### config.mk
export PLATFORM = sky130hd
export DESIGN_NAME = vrf_write_arbiter_flat
export DESIGN_NICKNAME = d
export VERILOG_FILES = /design/src/rtl/vrf_write_arbiter_if.sv /design/src/rtl/vrf_write_arbiter.sv /design/src/flat_wrapper.sv
export SDC_FILE = /design/constraint.sdc
export NUM_CORES = 1
export LEC_CHECK = 0
export BUFFER_PORTS_ARGS = -buffer_cell sky130_fd_sc_hd__buf_2
export CORE_AREA = 2 2 223 225
export DETAILED_ROUTE_END_ITERATION = 8
export DIE_AREA = 0 0 225 227
export HOLD_SLACK_MARGIN = 0.08
export SLEW_MARGIN = 40
export SYNTH_ARGS = -nofsm -noshare
export SYNTH_HDL_FRONTEND = slang
export SYNTH_SLANG_ARGS = --single-unit
export TNS_END_PERCENT = 1
### constraint.sdc
create_clock -name clk -period 2.5 [get_ports clk]
set_input_delay 0.25 -clock clk [delete_from_list [all_inputs] [get_ports clk]]
set_output_delay 0.25 -clock clk [all_outputs]
set_load 0.005 [all_outputs]
### src/rtl/vrf_write_arbiter_if.sv
// Write-port bundle for the vector register file arbiter: pipeline writeback,
// loader beat stream, arbitrated VRF write port and hazard/status outputs.
interface vrf_write_arbiter_if #(
    parameter int unsigned V = 256,
    parameter int unsigned R = 5,
    parameter int unsigned W = 32
);
    logic         pipe_we;
    logic [R-1:0] pipe_wa;
    logic [V-1:0] pipe_wd;
    logic         ldr_valid;
    logic         ldr_ready;
    logic [R-1:0] ldr_addr;
    logic [W-1:0] ldr_word;
    logic         ldr_abort;
    logic         vwe;
    logic [R-1:0] vwa;
    logic [V-1:0] vwd;
    logic         stall_req;
    logic         done;

    modport master (
        output pipe_we, pipe_wa, pipe_wd, ldr_valid, ldr_addr, ldr_word, ldr_abort,
        input  ldr_ready, vwe, vwa, vwd, stall_req, done
    );

    modport slave (
        input  pipe_we, pipe_wa, pipe_wd, ldr_valid, ldr_addr, ldr_word, ldr_abort,
        output ldr_ready, vwe, vwa, vwd, stall_req, done
    );
endinterface

### src/rtl/vrf_write_arbiter.sv
// Shares one VRF write port between pipeline writeback (always wins) and a
// beat-serial vector loader that assembles V/W words before committing.
module vrf_write_arbiter #(
    parameter int unsigned V        = 256,
    parameter int unsigned R        = 5,
    parameter int unsigned W        = 32,
    parameter int unsigned STALL_TH = 4
) (
    input logic                clk,
    input logic                rst,
    vrf_write_arbiter_if.slave bus
);
    localparam int unsigned BEATS = V / W;
    localparam int unsigned CW    = (BEATS > 1) ? $clog2(BEATS) : 1;
    localparam int unsigned WW    = (STALL_TH > 0) ? $clog2(STALL_TH + 1) : 1;

    typedef enum logic [1:0] {IDLE, COLLECT, WRITE} state_t;

    state_t        state_q, state_d;
    logic [CW-1:0] cnt_q, cnt_d;
    logic [WW-1:0] wait_q, wait_d;
    logic [V-1:0]  buf_q, buf_d;
    logic [R-1:0]  addr_q, addr_d;
    logic          stall_q, stall_d;
    logic          done_q, done_d;
    logic          ready;
    logic          accept;

    // Held low during reset so no beat can be taken while the FSM is forced idle.
    assign ready         = rst && (state_q != WRITE);
    assign accept        = bus.ldr_valid && ready;
    assign bus.ldr_ready = ready;
    assign bus.stall_req = stall_q;
    assign bus.done      = done_q;

    always_ff @(posedge clk or negedge rst) begin
        if (!rst) begin
            state_q <= IDLE;
            cnt_q   <= '0;
            wait_q  <= '0;
            buf_q   <= '0;
            addr_q  <= '0;
            stall_q <= 1'b0;
            done_q  <= 1'b0;
        end else begin
            state_q <= state_d;
            cnt_q   <= cnt_d;
            wait_q  <= wait_d;
            buf_q   <= buf_d;
            addr_q  <= addr_d;
            stall_q <= stall_d;
            done_q  <= done_d;
        end
    end

    always_comb begin
        state_d = state_q;
        cnt_d   = cnt_q;
        wait_d  = wait_q;
        buf_d   = buf_q;
        addr_d  = addr_q;
        done_d  = 1'b0;
        if (bus.ldr_abort) begin
            state_d = IDLE;
            cnt_d   = '0;
            wait_d  = '0;
        end else begin
            unique case (state_q)
                IDLE: begin
                    if (accept) begin
                        buf_d[W-1:0] = bus.ldr_word;
                        addr_d       = bus.ldr_addr;
                        cnt_d        = (BEATS == 1) ? '0 : CW'(1);
                        wait_d       = '0;
                        state_d      = (BEATS == 1) ? WRITE : COLLECT;
                    end
                end
                COLLECT: begin
                    if (accept) begin
                        for (int unsigned k = 1; k < BEATS; k++) begin
                            if (cnt_q == CW'(k)) buf_d[k*W +: W] = bus.ldr_word;
                        end
                        if (cnt_q == CW'(BEATS - 1)) begin
                            state_d = WRITE;
                            cnt_d   = '0;
                            wait_d  = '0;
                        end else begin
                            cnt_d = cnt_q + 1'b1;
                        end
                    end
                end
                WRITE: begin
                    if (bus.pipe_we) begin
                        if (wait_q < WW'(STALL_TH)) wait_d = wait_q + 1'b1;
                    end else begin
                        state_d = IDLE;
                        wait_d  = '0;
                        done_d  = 1'b1;
                    end
                end
                default: state_d = IDLE;
            endcase
        end
        // Registered stall tracks the post-edge WRITE occupancy, so it drops on exit.
        stall_d = (state_d == WRITE) && (wait_d >= WW'(STALL_TH));
    end

    always_comb begin
        bus.vwe = 1'b0;
        bus.vwa = '0;
        bus.vwd = '0;
        if (rst) begin
            if (bus.pipe_we) begin
                bus.vwe = 1'b1;
                bus.vwa = bus.pipe_wa;
                bus.vwd = bus.pipe_wd;
            end else if (state_q == WRITE && !bus.ldr_abort) begin
                bus.vwe = 1'b1;
                bus.vwa = addr_q;
                bus.vwd = buf_q;
            end
        end
    end
endmodule

### src/flat_wrapper.sv
// flat-port wrapper written by rule: the top's interface ports become plain ports
module vrf_write_arbiter_flat 
#(
    parameter int unsigned V        = 256,
    parameter int unsigned R        = 5,
    parameter int unsigned W        = 32,
    parameter int unsigned STALL_TH = 4
)
  (clk, rst, bus_pipe_we, bus_pipe_wa, bus_pipe_wd, bus_ldr_valid, bus_ldr_addr, bus_ldr_word, bus_ldr_abort, bus_ldr_ready, bus_vwe, bus_vwa, bus_vwd, bus_stall_req, bus_done);
  vrf_write_arbiter_if #(.V(V), .R(R), .W(W)) bus_i ();
  input logic clk;
  input logic rst;
  input wire logic [$bits(bus_i.pipe_we)-1:0] bus_pipe_we;
  input wire logic [$bits(bus_i.pipe_wa)-1:0] bus_pipe_wa;
  input wire logic [$bits(bus_i.pipe_wd)-1:0] bus_pipe_wd;
  input wire logic [$bits(bus_i.ldr_valid)-1:0] bus_ldr_valid;
  input wire logic [$bits(bus_i.ldr_addr)-1:0] bus_ldr_addr;
  input wire logic [$bits(bus_i.ldr_word)-1:0] bus_ldr_word;
  input wire logic [$bits(bus_i.ldr_abort)-1:0] bus_ldr_abort;
  output wire logic [$bits(bus_i.ldr_ready)-1:0] bus_ldr_ready;
  output wire logic [$bits(bus_i.vwe)-1:0] bus_vwe;
  output wire logic [$bits(bus_i.vwa)-1:0] bus_vwa;
  output wire logic [$bits(bus_i.vwd)-1:0] bus_vwd;
  output wire logic [$bits(bus_i.stall_req)-1:0] bus_stall_req;
  output wire logic [$bits(bus_i.done)-1:0] bus_done;
  assign bus_i.pipe_we = bus_pipe_we;
  assign bus_i.pipe_wa = bus_pipe_wa;
  assign bus_i.pipe_wd = bus_pipe_wd;
  assign bus_i.ldr_valid = bus_ldr_valid;
  assign bus_i.ldr_addr = bus_ldr_addr;
  assign bus_i.ldr_word = bus_ldr_word;
  assign bus_i.ldr_abort = bus_ldr_abort;
  assign bus_ldr_ready = bus_i.ldr_ready;
  assign bus_vwe = bus_i.vwe;
  assign bus_vwa = bus_i.vwa;
  assign bus_vwd = bus_i.vwd;
  assign bus_stall_req = bus_i.stall_req;
  assign bus_done = bus_i.done;
  vrf_write_arbiter #(.V(V), .R(R), .W(W), .STALL_TH(STALL_TH)) u_core (.clk(clk), .rst(rst), .bus(bus_i));
endmodule
==> impl_metrics.toml <==
[pwr]
power_density_nw_per_um2 = 585
total_power_uw = 10600
vdd.ir_drop.worst_mv = 0.350
p_leak_uw = 0.00994

[critical_path]
arrival_ns = 2.20
crit_start = "u_core.state_q[0]"
crit_type = "reg2out"
path_max_fanout = 23
worstPathRequired_ns = 2.25
startpoint_type = "register"
cp-end-kind = "output port"
rr_startpoint = "u_core.state_q[1]"

[global_routing]
grtUsageMet3 = 0.0187
grt_overflow = 0
grt_util_met2 = 0.287
antenna_found_initial = 0
gr-usage-all-layers = 0.161
grt_pass1_wl_microns = 63100
grt_pass1_vias = 10500
grt_busiest_layer = "met2"
grt_max_degree = 127
grt_use_met1 = 0.210

[synth]
synth_area_per_cell_sq_um = 13.8
ys.flop_type = "dfrtp_1"
synth-seq-cells = 271
yosysWarnings = 0
yosysSeqAreaShare = 0.517
synth_edf_count = 0
synth_cell_types = 38
synth_area_sq_um = 13100
synth.net_count = 1259
async_flop_share = 1.00
syn-instance-count = 949

[placed_design]
portBuffers = 567
dp_cells = 2090
placement.cell_area_sq_um = 16700
hpwlAfterDp_microns = 32100
globalplace.congestion = 0.794

[clock_network]
cts.sinks = 271
clkSlewWorstSetupHoldPaths_ns = 0.06
cts_tree = "built"
numCtsBuffers = 29
cts_buffer_depth = 3
htree_num_levels = 1
clk_latency_ns = 0.54
clock-root-buffer = "clkbuf_16"

[floorplanning]
fp-row-count = 81
chipWidth_microns = 225
die_area_sq_um = 51100
io_pins = 568
coreArea_sq_um = 48500
die_h_microns = 227
initial_core_util = 0.270

[timing]
post-route-period-util = 0.981
rsz0062_at_grt = "true"
worst_hold_slack_ns = 0.0992
finalHoldViolations = 0
finalSetupViolCount = 0
fin_skew_ns = 0.00915
maxSlewViolCount = 0
max-slew-margin-rel = 0.471
tightest_slew_ns = 0.794
fmax_mhz = 408
period_needed_ns = 2.45
fin_tns_setup_ns = 0

[drt]
drtIter0Drc = 504
firstDrtPassIters = 4
antenna_left = 0
viasPerCell = 4.90
avgRoutedWirePerCell_microns = 20.3
totalWireLength_microns = 44100
drc = 0
vias = 10600

[min_path]
hp-start = "bus_ldr_word[25]"
worstHoldPathType = "in2reg"

[cells_and_area]
seqCellArea_sq_um = 6780
final_nets = 1835
num_antenna_cells = 0
drive_gt1_frac = 0.608
fill_cells = 4743
multi_input_area_sq_um = 5870
area_growth_pct = 38.6
layoutNonFillerInstCount = 2169
design_area_sq_um = 18200

[run]
drv_cap = 0

[status]
status = "finished, final reports clean"
## registers in the layout, indices dropped and copies added (netlist names)
signal and cells:
u_core.bus.stall_req 1, u_core.bus.done 1, u_core.addr_q 5, u_core.wait_q 3, u_core.cnt_q 3, u_core.state_q 2, u_core.buf_q 256
## cells by family (layout without fill, tap and decap cells)
family | count (synthesis) | after routing | share of synthesized area
adder cells (fa/ha/maj) | 7 | 7 | 0.00668
flip-flops | 271 | 271 | 0.517
multiplexers | 261 | 261 | 0.233
AND/OR/NAND/NOR | 44 | 44 | 0.0233
AO/OA/AOI/OAI | 275 | 275 | 0.181
buffers and inverters | 91 | 689 | 0.0390
## critical path, cell delays in order (launching register included)
cell and delay (ns):
dfrtp_2 0.42, nor4b_4 0.29, and2_4 0.26, buf_12 0.18, buf_16 0.17, a22o_1 0.16
buf_2 0.14
## where the power goes
part           switching [uW]  internal, uW
combinational             545           658
sequential                171          4620
clock                    1720          2920
total                    2440          8200
## layout make-up
type / instances / share of cell area
clock buffer: 39 / 0.0453
clock inverter: 14 / 0.0123
inverter: 3 / 0.000620
multi-input combinational: 587 / 0.323
sequential: 271 / 0.373
tap: 622 / 0.0428
timing repair buffer: 633 / 0.202
## cell usage after synthesis, types with 4 or more instances
| cell | n | area, sq um |
|---|---|---|
| buf_6 | 7 | 78.8 |
| clkbuf_1 | 29 | 109 |
| mux2_4 | 30 | 450 |
| buf_4 | 21 | 158 |
| nand2b_1 | 4 | 25.0 |
| mux2_2 | 225 | 2530 |
| dfrtp_1 | 271 | 6780 |
| and2_1 | 6 | 37.5 |
| a22o_1 | 261 | 2290 |
| buf_2 | 30 | 150 |
| nand2_1 | 6 | 22.5 |
| mux2_1 | 6 | 67.6 |
| nor2_1 | 5 | 18.8 |
| ha_1 | 7 | 87.6 |
| o21ai_0 | 6 | 30.0 |
## path summary, 6_finish.rpt
check,endpoint,depth (start not counted),slack (ns)
worst max-delay path,bus_vwd[83],6,0.05
worst min-delay path,u_core.buf_q[25],2,0.1
max in group asynchronous,u_core.state_q[1],4,0.76
worst max register to register,u_core.buf_q[81],4,0.26
min in group asynchronous,u_core.buf_q[30],2,0.14
worst min register to register,u_core.buf_q[223],1,0.51
## placed cells by master, fill, tap and decap left out, types with 2 or more instances in the layout
cell	synthesis	final
nor2_1	5	5
a21oi_1	3	3
bufinv_16	0	6
nor3_4	0	3
nand4_1	2	2
a22o_1	261	260
mux2_4	30	30
nor3_1	2	2
ha_1	7	7
dfrtp_2	0	2
mux2_2	225	225
buf_4	21	28
nand4_4	0	2
dlygate4sd3_1	0	13
buf_16	0	6
inv_1	3	3
clkbuf_8	0	6
o21a_1	2	2
dfrtp_1	271	269
nand2_1	6	6
nand2b_1	4	4
o21ai_0	6	6
nor2b_1	2	2
buf_12	0	9
clkbuf_16	0	31
and2_1	6	4
clkbuf_1	29	4
buf_2	30	566
clkinv_2	0	7
mux2_1	6	6
and2_4	0	2
buf_6	7	8
## layer usage
metal,vias to the layer above,part of all wire
li1,4804,-
met1,5406,0.43
met5,-,0
met3,39,0.050
met2,369,0.51
met4,0,0.016
## metrics by stage
step                utilization  worst slack (ns)
CTS                       0.372           -0.0209
floorplan                     -             0.782
global route              0.374           -0.0527
detailed placement        0.344             0.287
finish                    0.374            0.0464
global placement          0.344             0.359
## repair_timing
item                                   in CTS  in global routing
buffers inserted                            5                  3
endpoints found under the hold margin     124                  0
cloned                                      3                  2
gates resized for setup                    11                  7
hold buffers                               13                  0
setup endpoints to repair                 214                140
pin swaps                                   3                 52
Note: power is estimated with default switching activity, not from simulation.
